$ cat src/rtl/mem_arbiter_if.sv
// Bus bundle between the two memory requesters (F, D), the shared memory port and the arbiter.
// The arbiter connects through the slave modport; requesters and memory connect through master.
interface mem_arbiter_if #(
    parameter int ADDR_W = 5,
    parameter int DATA_W = 8
);
    logic              f_req;
    logic              f_we;
    logic [ADDR_W-1:0] f_addr;
    logic [DATA_W-1:0] f_wdata;
    logic              f_ack;
    logic [DATA_W-1:0] f_rdata;

    logic              d_req;
    logic              d_we;
    logic [ADDR_W-1:0] d_addr;
    logic [DATA_W-1:0] d_wdata;
    logic              d_ack;
    logic [DATA_W-1:0] d_rdata;

    logic [ADDR_W-1:0] mem_address;
    logic [DATA_W-1:0] mem_writeData;
    logic              mem_read;
    logic              mem_write;
    logic [DATA_W-1:0] mem_out;
    logic              busy;

    modport slave (
        input  f_req, f_we, f_addr, f_wdata,
        input  d_req, d_we, d_addr, d_wdata,
        input  mem_out,
        output f_ack, f_rdata, d_ack, d_rdata,
        output mem_address, mem_writeData, mem_read, mem_write, busy
    );

    modport master (
        output f_req, f_we, f_addr, f_wdata,
        output d_req, d_we, d_addr, d_wdata,
        output mem_out,
        input  f_ack, f_rdata, d_ack, d_rdata,
        input  mem_address, mem_writeData, mem_read, mem_write, busy
    );
endinterface

$ cat src/rtl/mem_arbiter.sv
// Round-robin arbiter/sequencer sharing one single-port memory between fetch (F) and data (D).
// Each transaction: grant in IDLE/RESP, one strobe in ISSUE, one-cycle ack with read data in RESP.
module mem_arbiter #(
    parameter int ADDR_W = 5,
    parameter int DATA_W = 8
) (
    input  logic           clk,
    input  logic           rst,
    mem_arbiter_if.slave   bus
);
    typedef enum logic [1:0] {
        IDLE  = 2'd0,
        ISSUE = 2'd1,
        RESP  = 2'd2
    } state_t;

    localparam logic ID_F = 1'b0;
    localparam logic ID_D = 1'b1;

    state_t            state_reg;
    logic              last_grant_reg;
    logic              id_reg;
    logic              we_reg;
    logic [ADDR_W-1:0] addr_reg;
    logic [DATA_W-1:0] wdata_reg;
    logic              read_reg;
    logic              write_reg;
    logic              busy_reg;
    logic [1:0]        ack_reg;

    // Requester inputs gathered into arrays indexed by requester id (0 = F, 1 = D).
    logic [1:0]        req;
    logic [1:0]        we_in;
    logic [ADDR_W-1:0] addr_in  [2];
    logic [DATA_W-1:0] wdata_in [2];

    assign req      = {bus.d_req, bus.f_req};
    assign we_in    = {bus.d_we,  bus.f_we};
    assign addr_in  = '{bus.f_addr,  bus.d_addr};
    assign wdata_in = '{bus.f_wdata, bus.d_wdata};

    logic grant_valid_next;
    logic grant_id_next;

    // In RESP only the requester that was not just served may be granted.
    always_comb begin
        grant_valid_next = 1'b0;
        grant_id_next    = ID_F;
        case (state_reg)
            IDLE: begin
                if (req[0] && req[1]) begin
                    grant_valid_next = 1'b1;
                    grant_id_next    = ~last_grant_reg;
                end else if (req[0]) begin
                    grant_valid_next = 1'b1;
                    grant_id_next    = ID_F;
                end else if (req[1]) begin
                    grant_valid_next = 1'b1;
                    grant_id_next    = ID_D;
                end
            end
            RESP: begin
                if (req[~id_reg]) begin
                    grant_valid_next = 1'b1;
                    grant_id_next    = ~id_reg;
                end
            end
            default: begin
                grant_valid_next = 1'b0;
                grant_id_next    = ID_F;
            end
        endcase
    end

    always_ff @(posedge clk) begin
        if (rst) begin
            state_reg      <= IDLE;
            last_grant_reg <= ID_D;
            id_reg         <= ID_F;
            we_reg         <= 1'b0;
            addr_reg       <= '0;
            wdata_reg      <= '0;
            read_reg       <= 1'b0;
            write_reg      <= 1'b0;
            busy_reg       <= 1'b0;
            ack_reg        <= '0;
        end else begin
            read_reg  <= 1'b0;
            write_reg <= 1'b0;
            ack_reg   <= '0;
            case (state_reg)
                IDLE, RESP: begin
                    if (grant_valid_next) begin
                        id_reg         <= grant_id_next;
                        we_reg         <= we_in[grant_id_next];
                        addr_reg       <= addr_in[grant_id_next];
                        wdata_reg      <= wdata_in[grant_id_next];
                        last_grant_reg <= grant_id_next;
                        read_reg       <= ~we_in[grant_id_next];
                        write_reg      <= we_in[grant_id_next];
                        busy_reg       <= 1'b1;
                        state_reg      <= ISSUE;
                    end else begin
                        busy_reg  <= 1'b0;
                        state_reg <= IDLE;
                    end
                end
                ISSUE: begin
                    ack_reg[id_reg] <= 1'b1;
                    busy_reg        <= 1'b1;
                    state_reg       <= RESP;
                end
                default: begin
                    busy_reg  <= 1'b0;
                    state_reg <= IDLE;
                end
            endcase
        end
    end

    // Strobes and acks are masked during the reset cycle itself, not only after the edge.
    logic [1:0]        ack_out;
    logic [DATA_W-1:0] rdata [2];

    assign ack_out = ack_reg & {2{~rst}};

    generate
        for (genvar gi = 0; gi < 2; gi++) begin : g_resp
            assign rdata[gi] = (ack_out[gi] && !we_reg) ? bus.mem_out : '0;
        end
    endgenerate

    assign bus.f_ack         = ack_out[0];
    assign bus.d_ack         = ack_out[1];
    assign bus.f_rdata       = rdata[0];
    assign bus.d_rdata       = rdata[1];
    assign bus.mem_address   = addr_reg;
    assign bus.mem_writeData = wdata_reg;
    assign bus.mem_read      = read_reg & ~rst;
    assign bus.mem_write     = write_reg & ~rst;
    assign bus.busy          = busy_reg;
endmodule

$ cat src/flat_wrapper.sv
// flat-port wrapper written by rule: the top's interface ports become plain ports
module mem_arbiter_flat 
#(
    parameter int ADDR_W = 5,
    parameter int DATA_W = 8
)
  (clk, rst, bus_f_req, bus_f_we, bus_f_addr, bus_f_wdata, bus_d_req, bus_d_we, bus_d_addr, bus_d_wdata, bus_mem_out, bus_f_ack, bus_f_rdata, bus_d_ack, bus_d_rdata, bus_mem_address, bus_mem_writeData, bus_mem_read, bus_mem_write, bus_busy);
  mem_arbiter_if #(.ADDR_W(ADDR_W), .DATA_W(DATA_W)) bus_i ();
  input  logic clk;
  input  logic rst;
  input wire logic [$bits(bus_i.f_req)-1:0] bus_f_req;
  input wire logic [$bits(bus_i.f_we)-1:0] bus_f_we;
  input wire logic [$bits(bus_i.f_addr)-1:0] bus_f_addr;
  input wire logic [$bits(bus_i.f_wdata)-1:0] bus_f_wdata;
  input wire logic [$bits(bus_i.d_req)-1:0] bus_d_req;
  input wire logic [$bits(bus_i.d_we)-1:0] bus_d_we;
  input wire logic [$bits(bus_i.d_addr)-1:0] bus_d_addr;
  input wire logic [$bits(bus_i.d_wdata)-1:0] bus_d_wdata;
  input wire logic [$bits(bus_i.mem_out)-1:0] bus_mem_out;
  output wire logic [$bits(bus_i.f_ack)-1:0] bus_f_ack;
  output wire logic [$bits(bus_i.f_rdata)-1:0] bus_f_rdata;
  output wire logic [$bits(bus_i.d_ack)-1:0] bus_d_ack;
  output wire logic [$bits(bus_i.d_rdata)-1:0] bus_d_rdata;
  output wire logic [$bits(bus_i.mem_address)-1:0] bus_mem_address;
  output wire logic [$bits(bus_i.mem_writeData)-1:0] bus_mem_writeData;
  output wire logic [$bits(bus_i.mem_read)-1:0] bus_mem_read;
  output wire logic [$bits(bus_i.mem_write)-1:0] bus_mem_write;
  output wire logic [$bits(bus_i.busy)-1:0] bus_busy;
  assign bus_i.f_req = bus_f_req;
  assign bus_i.f_we = bus_f_we;
  assign bus_i.f_addr = bus_f_addr;
  assign bus_i.f_wdata = bus_f_wdata;
  assign bus_i.d_req = bus_d_req;
  assign bus_i.d_we = bus_d_we;
  assign bus_i.d_addr = bus_d_addr;
  assign bus_i.d_wdata = bus_d_wdata;
  assign bus_i.mem_out = bus_mem_out;
  assign bus_f_ack = bus_i.f_ack;
  assign bus_f_rdata = bus_i.f_rdata;
  assign bus_d_ack = bus_i.d_ack;
  assign bus_d_rdata = bus_i.d_rdata;
  assign bus_mem_address = bus_i.mem_address;
  assign bus_mem_writeData = bus_i.mem_writeData;
  assign bus_mem_read = bus_i.mem_read;
  assign bus_mem_write = bus_i.mem_write;
  assign bus_busy = bus_i.busy;
  mem_arbiter #(.ADDR_W(ADDR_W), .DATA_W(DATA_W)) u_core (.clk(clk), .rst(rst), .bus(bus_i));
endmodule
$ cat config.mk
export PLATFORM = sky130hd
export DESIGN_NAME = mem_arbiter_flat
export DESIGN_NICKNAME = d
export VERILOG_FILES = /design/src/rtl/mem_arbiter_if.sv /design/src/rtl/mem_arbiter.sv /design/src/flat_wrapper.sv
export SDC_FILE = /design/constraint.sdc
export NUM_CORES = 1
export LEC_CHECK = 0
export CORE_MARGIN = 2
export CORE_UTILIZATION = 32
export DETAILED_ROUTE_END_ITERATION = 10
export GPL_TIMING_DRIVEN = 0
export HOLD_SLACK_MARGIN = 0.12
export PLACE_DENSITY = 0.78
export SETUP_SLACK_MARGIN = 0.3
export SLEW_MARGIN = 20
export SYNTH_ARGS = -nofsm -noshare
export SYNTH_HDL_FRONTEND = slang
export SYNTH_SLANG_ARGS = --single-unit
$ cat constraint.sdc
create_clock -name clk -period 1.3 [get_ports clk]
set_input_delay 0.13 -clock clk [delete_from_list [all_inputs] [get_ports clk]]
set_output_delay 0.13 -clock clk [all_outputs]
set_load 0.005 [all_outputs]
# == Word-level counts from Yosys, hierarchy flattened ==
# Index checks and enable logic that the tools add are counted.
# totals
inputBits,40
register_bits,23
# op_classes
bitwise,11
magnitude_cmp,5
reduce_logical,10
muxes,27
eq_ne,2
# ops
cell,count
$mux W8,5
$mux W5,3
$mux W1,14
$not A1 Y1,7
$lt A1 B2 Y1 const B,3
$pmux W1 S2,3
$logic_and A1 B1 Y1,4
$pmux W2 S2,1
$reduce_or A2 Y1,2
$reduce_or A3 Y1,1
$and A1 B1 Y1,2
$and A2 B2 Y2,1
$eq A2 B1 Y1 const B,1
$eq A2 B2 Y1 const B,1
$ge A2 B2 Y1 const B,1
$logic_not A2 Y1,1
$not A1 Y2,1
$reduce_and A2 Y1,1
$demux W1 S1,1
$ge A1 B1 Y1 const B,1
$logic_not A1 Y1,1

# == Longest topological paths before layout ==
# Gate-level depths: netlist of the first run.
# logic_depth
depth_word,9
ltp_mapped,5
depth_no_buf,4

# == Worst setup path before layout of the first run ==
# Ideal clock, no wire load.
# synth_timing
kind,register to register
startpoint,register u_core.state_reg[1]
endpoint,register u_core.last_grant_reg
slack_ps,7
required_time_ps,1180
stages_incl_launch_ff,6
arrival_ps,1173
setup_time_ps,120
period_less_slack_ps,1293
path_cell_list,dfxtp_1 > nand2_1 > o211ai_4 > buf_8 > inv_2 > a211o_1
# synth_via
elab_chain_cells,3
word_cells_on_any_way,6
# synth_rtl
item,line,text
start: declaration,mem_arbiter.sv:20,state_t state_reg;
start signal: assignment,mem_arbiter.sv:77,state_reg <= IDLE;
start signal: assignment,mem_arbiter.sv:102,state_reg <= ISSUE;
start signal: assignment,mem_arbiter.sv:105,state_reg <= IDLE;
$eq A2 B2 Y1 / $logic_not A2 Y1 (equally long branches),"mem_arbiter.sv:49, mem_arbiter.sv:91",
$pmux W1 S2 / $reduce_or A2 Y1 (equally long branches),"mem_arbiter.sv:49, mem_arbiter.sv:91",
$reduce_and A2 Y1 (no source line),-,
end signal: assignment,mem_arbiter.sv:98,last_grant_reg <= grant_id_next;
end: declaration,mem_arbiter.sv:21,logic last_grant_reg;
# Parallel ways exist; a longest one is shown, timed or not.
# A chain may end at the register's enable or synchronous reset.

# == Final worst setup path of the first run ==
# layout_timing
startpoint,register u_core.ack_reg[0]
endpoint,output bus_f_rdata[6]
# layout_via
elab_chain_cells,3
# layout_rtl
item,line,text
start: declaration,mem_arbiter.sv:29,logic [1:0] ack_reg;
start signal: assignment,mem_arbiter.sv:86,ack_reg <= '0;
start signal: assignment,mem_arbiter.sv:90,ack_reg <= '0;
start signal: indexed assignment,mem_arbiter.sv:109,ack_reg[id_reg] <= 1'b1;
$and A2 B2 Y2,mem_arbiter.sv:125,assign ack_out = ack_reg & {2{~rst}};
$logic_and A1 B1 Y1,mem_arbiter.sv:129,assign rdata[gi] = (ack_out[gi] && !we_reg) ? bus.mem_out : '0;
$mux W8,mem_arbiter.sv:129,
end: declaration,flat_wrapper.sv:21,output wire logic [$bits(bus_i.f_rdata)-1:0] bus_f_rdata;
# Every way passes these cells.

==> reports/metrics.yaml, run 1 <==
rsz0062_at_grt: "yes"
worst_setup_path_start_kind: "flip-flop"
synthFlopType: "dfxtp_1"
die_h_um: 64.1
wl_per_cell_um: 16.5
cts_sinks: 23
status: "finished with violations"
ys_top_cells_by_area: "dfxtp_1, o2bb2ai_2, mux2i_1"
holdCritStartpoint: "rst"
finalWirelength_mm: 4.33
synth_fp_nets: 144
nFillCells: 207
areaGrowthSynthToFinish_pct: 120
critPathMaxFanout: 4
drtIter0Drc: 14
gp_congestion: 0.742
hold_viol: 0
worstReg2RegEnd: "u_core.bus.mem_writeData[3]$_SDFFE_PP0P_"
synthArstFlopShare_pct: 0
path_cells: "nor2b_4 -> nor2b_4 -> buf_6 -> and2_1 -> buf_2"
rows: 21
path_clk_slew_ns: 0.14
synth_edf_count: 0
hold_class: "in2reg"
violations: "negative setup slack"
avgSynthCellArea_um2: 11.1
hpwl_mm: 2.44
synth_area_um2: 1150
insertion_delay_ns: 0.31
synth_common_cells: "dfxtp_1, and2_1, mux2i_1"
grt_pass1_vias: 1340
yosysMostFrequentCell: "dfxtp_1"
critPathCaptureType: "primary output"
cp-startpoint: "u_core.ack_reg[0]$_SDFF_PP0_"
powerDensity_nw_per_um2: 764
cp_data_arrival_time_ns: 1.33
die_area_um2: 4110
r2r-start: "u_core.id_reg$_SDFFE_PP0P_"
finalMaxSlewViolations: 0
max_slew_margin_pct: 79.3
ant_nets: 0
vias: 1247
remaining_drc_errors: 0
drive_gt1_share_pct: 69.9
dr.pass1.iters: 4
cts_tree: "done"
gr-total-overflow: 0
leakagePower_nw: 1.14
die_w_um: 64.1
largest_reg_flops: 8
io_pins: 74
max-cap-violations: 0
fin_crit_sh_pct: 112
r2r_slack_ns: -0.08
rr_worst_depth: 7
setup_viol: 31
critPathMostFrequentCell: "nor2b_4"
grt_pass1_wl_mm: 6.55
cp_data_required_time_ns: 1.17
antenna_cells: 0
start_util_pct: 34.1
core_um2: 3390
hold_path_end: "u_core.id_reg$_SDFFE_PP0P_"
max-vdd-ir-drop_mv: 0.578
grt_max_degree: 14
h-tree-depth: 1
cts-root-buf: "clkbuf_4"
synth.ff_latch_count: 23
dp_cells: 223
path_class: "reg2out"
antenna_found_initial: 0
max_freq_ghz: 0.684
worstMarginPinSlew_ns: 0.310
syn_inst: 104
total_power_mw: 1.94
ys_warn_count: 0
synth-seq-area-share_pct: 39.9
crit_slowest_cell: "dfxtp_2"
whs_path_depth: 2
min_period_ns: 1.46
cts_max_path_buffers: 2
vias_per_cell: 4.76
fin_worst_skew_ns: 0.00945
synthDistinctLibCells: 25
synthDominantCellAreaShare_pct: 39.9
max_stage_delay_ns: 0.34
final-instance-count-excl-fill: 262
synth_top_area_cell: "dfxtp_1"
finalWorstSetupSlack_ns: -0.161
grt.total_usage_pct: 20.3
port_buffers: 73
cts_made_buffers: 3
layout.nets: 257
==> critical path: cells and delay by family, from the launching register on <==
family	cells	cell delay [ns]
DFF	1	0.34
and+or+nand+nor	3	0.43
buffers and inverters	2	0.23
==> cells by family after synthesis <==
| family | Yosys count | share of synthesized area (%) |
|---|---|---|
| simple gates | 38 | 19.8 |
| flops | 23 | 39.9 |
| compound gates | 22 | 23.3 |
| mux | 14 | 12.1 |
| buf+inv | 7 | 4.88 |
==> metrics by stage <==
step	instance area (um2)	setup WS (ns)	setup TNS, ns	hold WS (ns)	utilization (%)
finish	2540	-0.161	-2.29	0.309	74.8
global route	2540	-0.255	-4.66	0.316	74.8
CTS	2430	-0.127	-1.63	0.309	71.6
detailed placement	1950	-0.778	-20.22	0.447	57.7
global placement	1950	-0.696	-18.79	0.449	57.7
floorplan	1170	0.0507	0	0.201	-
==> layout by cell type, fill, tap and decap left out, types with 2 or more instances in the layout <==
master           synthesis  final
and2_4                   0     10
dfxtp_1                 23      3
buf_16                   0      3
mux2i_1                 14      5
mux2i_2                  0      5
buf_12                   0      2
nor2b_1                  8      3
mux2i_4                  0      4
and2_1                  16      6
nor2b_4                  0      5
buf_2                    0     15
clkdlybuf4s50_1          0     37
o2bb2ai_2               10     13
nand2_2                  0      4
inv_1                    2      2
clkbuf_4                 0      3
buf_4                    0     15
dfxtp_4                  0      2
buf_8                    2      3
buf_6                    1     26
dfxtp_2                  0     18
nor2_1                   4      3
clkbuf_2                 0      8
==> report_power, final <==
group          switching [mW]  total [mW]  leakage, nW  internal (mW)
clock network           0.224       0.339       0.0177          0.115
logic                   0.288       0.764        0.920          0.475
registers              0.0563       0.834        0.197          0.778
==> worst max-delay path by stage <==
stage	endpoint	slack, ns	cells past startpoint
floorplan	u_core.bus.mem_address[4]$_SDFFE_PP0P_	0.05	5
global placement	bus_d_rdata[6]	-0.70	5
detailed placement	bus_d_rdata[7]	-0.78	5
CTS	bus_d_rdata[6]	-0.13	5
global route	bus_f_rdata[6]	-0.26	5
finish	bus_f_rdata[6]	-0.16	5
==> per-layer routing <==
metal  part of all wire [%]  wire, um  GRT usage, %
met1                     35      1510          22.8
met4                      0         0          3.26
met5                      0         0             0
met3                    8.3       357          4.05
met2                     57      2460          39.6
==> final cells by class <==
type / instances / area, um2 / share of cell area, %
timing repair buffer: 108 / 1030 / 40.6
sequential: 23 / 490 / 19.3
buffer: 3 / 50.0 / 1.97
tap: 46 / 57.6 / 2.27
multi-input combinational: 74 / 865 / 34.1
clock buffer: 3 / 22.5 / 0.888
inverter: 4 / 17.5 / 0.691
clock inverter: 1 / 5.00 / 0.197
==> timing repair <==
action / 4_1_cts / 5_1_grt
buffers inserted: 29 / 3
pin swaps: 34 / 15
hold buffers: 0 / 0
setup endpoints to repair: 54 / 49
gates resized for setup: 195 / 37
cloned: 3 / 0
(Power assumes the default switching activity.)
==> run 2: changes to the inputs <==
CTS_CLUSTER_SIZE = 12   (was default)
==> results of run 2 <==
Same layout as run 1: the final DEF is identical, and so are final timing and power.
==> run 3: changes to the inputs <==
CORE_UTILIZATION = 36   (was 32)
PLACE_DENSITY = 0.83   (was 0.78)
clock period = 1.5 ns   (was 1.3 ns; I/O delays follow)
==> run 3 against run 2 <==
Net effect:
- the run still ends with negative setup slack left
- count of clock-buffer cells in the layout stayed put
- design area grew 3.5%
- total power shrank 12%
- register-to-register slack better by 0.16 ns
- critical path type unchanged
- largest cell class unchanged
==> reports/metrics.yaml, run 3 (synthesis results as in run 1) <==
grt.total_usage_pct: 26.7
die_h_um: 60.6
hpwl_mm: 2.66
hold_viol: 0
cp_data_required_time_ns: 1.35
grt_pass1_vias: 1414
core_um2: 3050
layout.cells.most_common: "clkdlybuf4s50_1"
remaining_drc_errors: 0
leakagePower_nw: 1.16
grt_pass1_wl_mm: 6.85
multi_input_area_um2: 845
tns_ns: -0.868
fin_area_um2: 2620
max_freq_ghz: 0.615
critPathMaxFanout: 5
io_pins: 74
drive_gt1_share_pct: 62.0
die_area_um2: 3680
max_slew_margin_pct: 79.6
port_buffers: 73
p_int_mw: 1.20
finish.utilization_pct: 85.9
swShare_pct: 29.9
cts_tree: "done"
vias_per_cell: 4.94
nFillCells: 158
vias: 1284
placed_area_um2: 1950
fin_crit_sh_pct: 108
layout_common_cells: "clkdlybuf4s50_1, buf_6, dfxtp_2"
start_util_pct: 37.8
finalWorstSetupSlack_ns: -0.126
layout.nets: 257
fin_worst_skew_ns: 0.00331
critPathCaptureType: "primary output"
total_power_mw: 1.71
finalMaxSlewViolations: 0
cp_data_arrival_time_ns: 1.48
dr.pass1.iters: 5
regArea_um2: 489
worst_setup_path_start_kind: "flip-flop"
cts_sinks: 23
setup_viol: 12
path_class: "reg2out"
die_w_um: 60.6
insertion_delay_ns: 0.33
max-cap-violations: 0
rsz0062_at_grt: "yes"
status: "finished with violations"
drtIter0Drc: 41
gp_congestion: 0.810
cts_made_buffers: 3
wl_per_cell_um: 18.9
crit_slowest_cell: "dfxtp_2"
power_frac_comb_pct: 39.6
ant_nets: 0
path_clk_slew_ns: 0.13
grt_max_degree: 14
violations: "negative setup slack"
areaGrowthSynthToFinish_pct: 127
critPathMostFrequentCell: "buf_6"
largest_reg_flops: 8
cts_max_path_buffers: 2
seq_power_share_pct: 42.3
h-tree-depth: 1
powerDensity_nw_per_um2: 653
cts-root-buf: "clkbuf_4"
path_cells: "nor2b_4 -> nor2b_4 -> buf_6 -> buf_6 -> and2_4 -> buf_6"
max_stage_delay_ns: 0.34
crit_family: "simple AND/OR/NAND/NOR gates"
gr-total-overflow: 0
rows: 20
antenna_found_initial: 0
place_ws_ns: -0.748
max-vdd-ir-drop_mv: 0.421
min_period_ns: 1.63
finalWirelength_mm: 4.90
antenna_cells: 0
hold_class: "in2reg"
crit_buf_inv: 3
worstMarginPinSlew_ns: 0.306
pwr-share-clk_pct: 18.1
ctsHoldBuffers: 0
switching_power_mw: 0.512
[run 3: cell types whose count changed in the layout (fill, tap and decap cells not counted), moves of 2 or more]
cell | previous run | this run
dlygate4sd2_1 | 1 | 15
buf_2 | 15 | 5
clkbuf_2 | 8 | 1
buf_12 | 2 | 5
buf_4 | 15 | 12
buf_6 | 26 | 29
mux2i_1 | 5 | 2
nand2_1 | 0 | 3
and2_1 | 6 | 4
and2_4 | 10 | 12
clkinv_4 | 0 | 2
mux2i_2 | 5 | 7
nand2_2 | 4 | 2
[run 3: layer usage]
metal	vias to the layer above	wire [um]	global-route usage, %
met5	-	0	0
met4	0	125	13.0
met3	12	309	5.33
met2	67	2800	53.8
met1	614	1670	24.8
li1	591	-	-
[run 3: timing repair]
action	4_1_cts	5_1_grt
cloned	3	0
endpoints found under the setup margin	53	40
resized for setup	161	36
buffers inserted	29	3
pin swaps	23	13
[run 3: area by class of cell]
cell class,instances,share of cell area (%)
multi-input combinational,74,32.2
tap,44,2.10
sequential,23,18.6
buffer,3,1.91
timing repair buffer,108,43.2
inverter,4,0.954
clock inverter,1,0.191
clock buffer,3,0.858
[run 3: worst reg2reg max path, stage by stage (launching register included)]
cell	delay [ns]
dfxtp_2	0.36
nand2_2	0.07
o211ai_4	0.30
buf_12	0.15
buf_16	0.13
clkinv_4	0.05
a211o_1	0.26
[run 3: power by group through the flow]
stage	Sequential [mW]	Clock (mW)	Combinational, mW
after detailed placement	0.725	0	0.416
after CTS	0.719	0.294	0.593
after global placement	0.721	0	0.403
after floorplan	0.721	0	0.183
after global routing	0.731	0.333	0.712
final	0.724	0.310	0.678
[run 3: final timing paths]
path	from	end	slack, ns	depth (start not counted)
setup / recovery	u_core.ack_reg[0]$_SDFF_PP0_	bus_f_rdata[3]	-0.13	6
hold / removal	rst	u_core.id_reg$_SDFFE_PP0P_	0.31	2
setup reg to reg	u_core.last_grant_reg$_SDFFE_PP1P_	u_core.last_grant_reg$_SDFFE_PP1P_	0.08	6
hold reg to reg	u_core.bus.mem_writeData[5]$_SDFFE_PP0P_	u_core.bus.mem_writeData[5]$_SDFFE_PP0P_	0.47	1
[run 3: through the flow]
stage | hold slack [ns] | std cells
floorplan | 0.221 | 104
global placement | 0.454 | 221
detailed placement | 0.464 | 221
CTS | 0.312 | 257
global route | 0.320 | 260
finish | 0.310 | 260
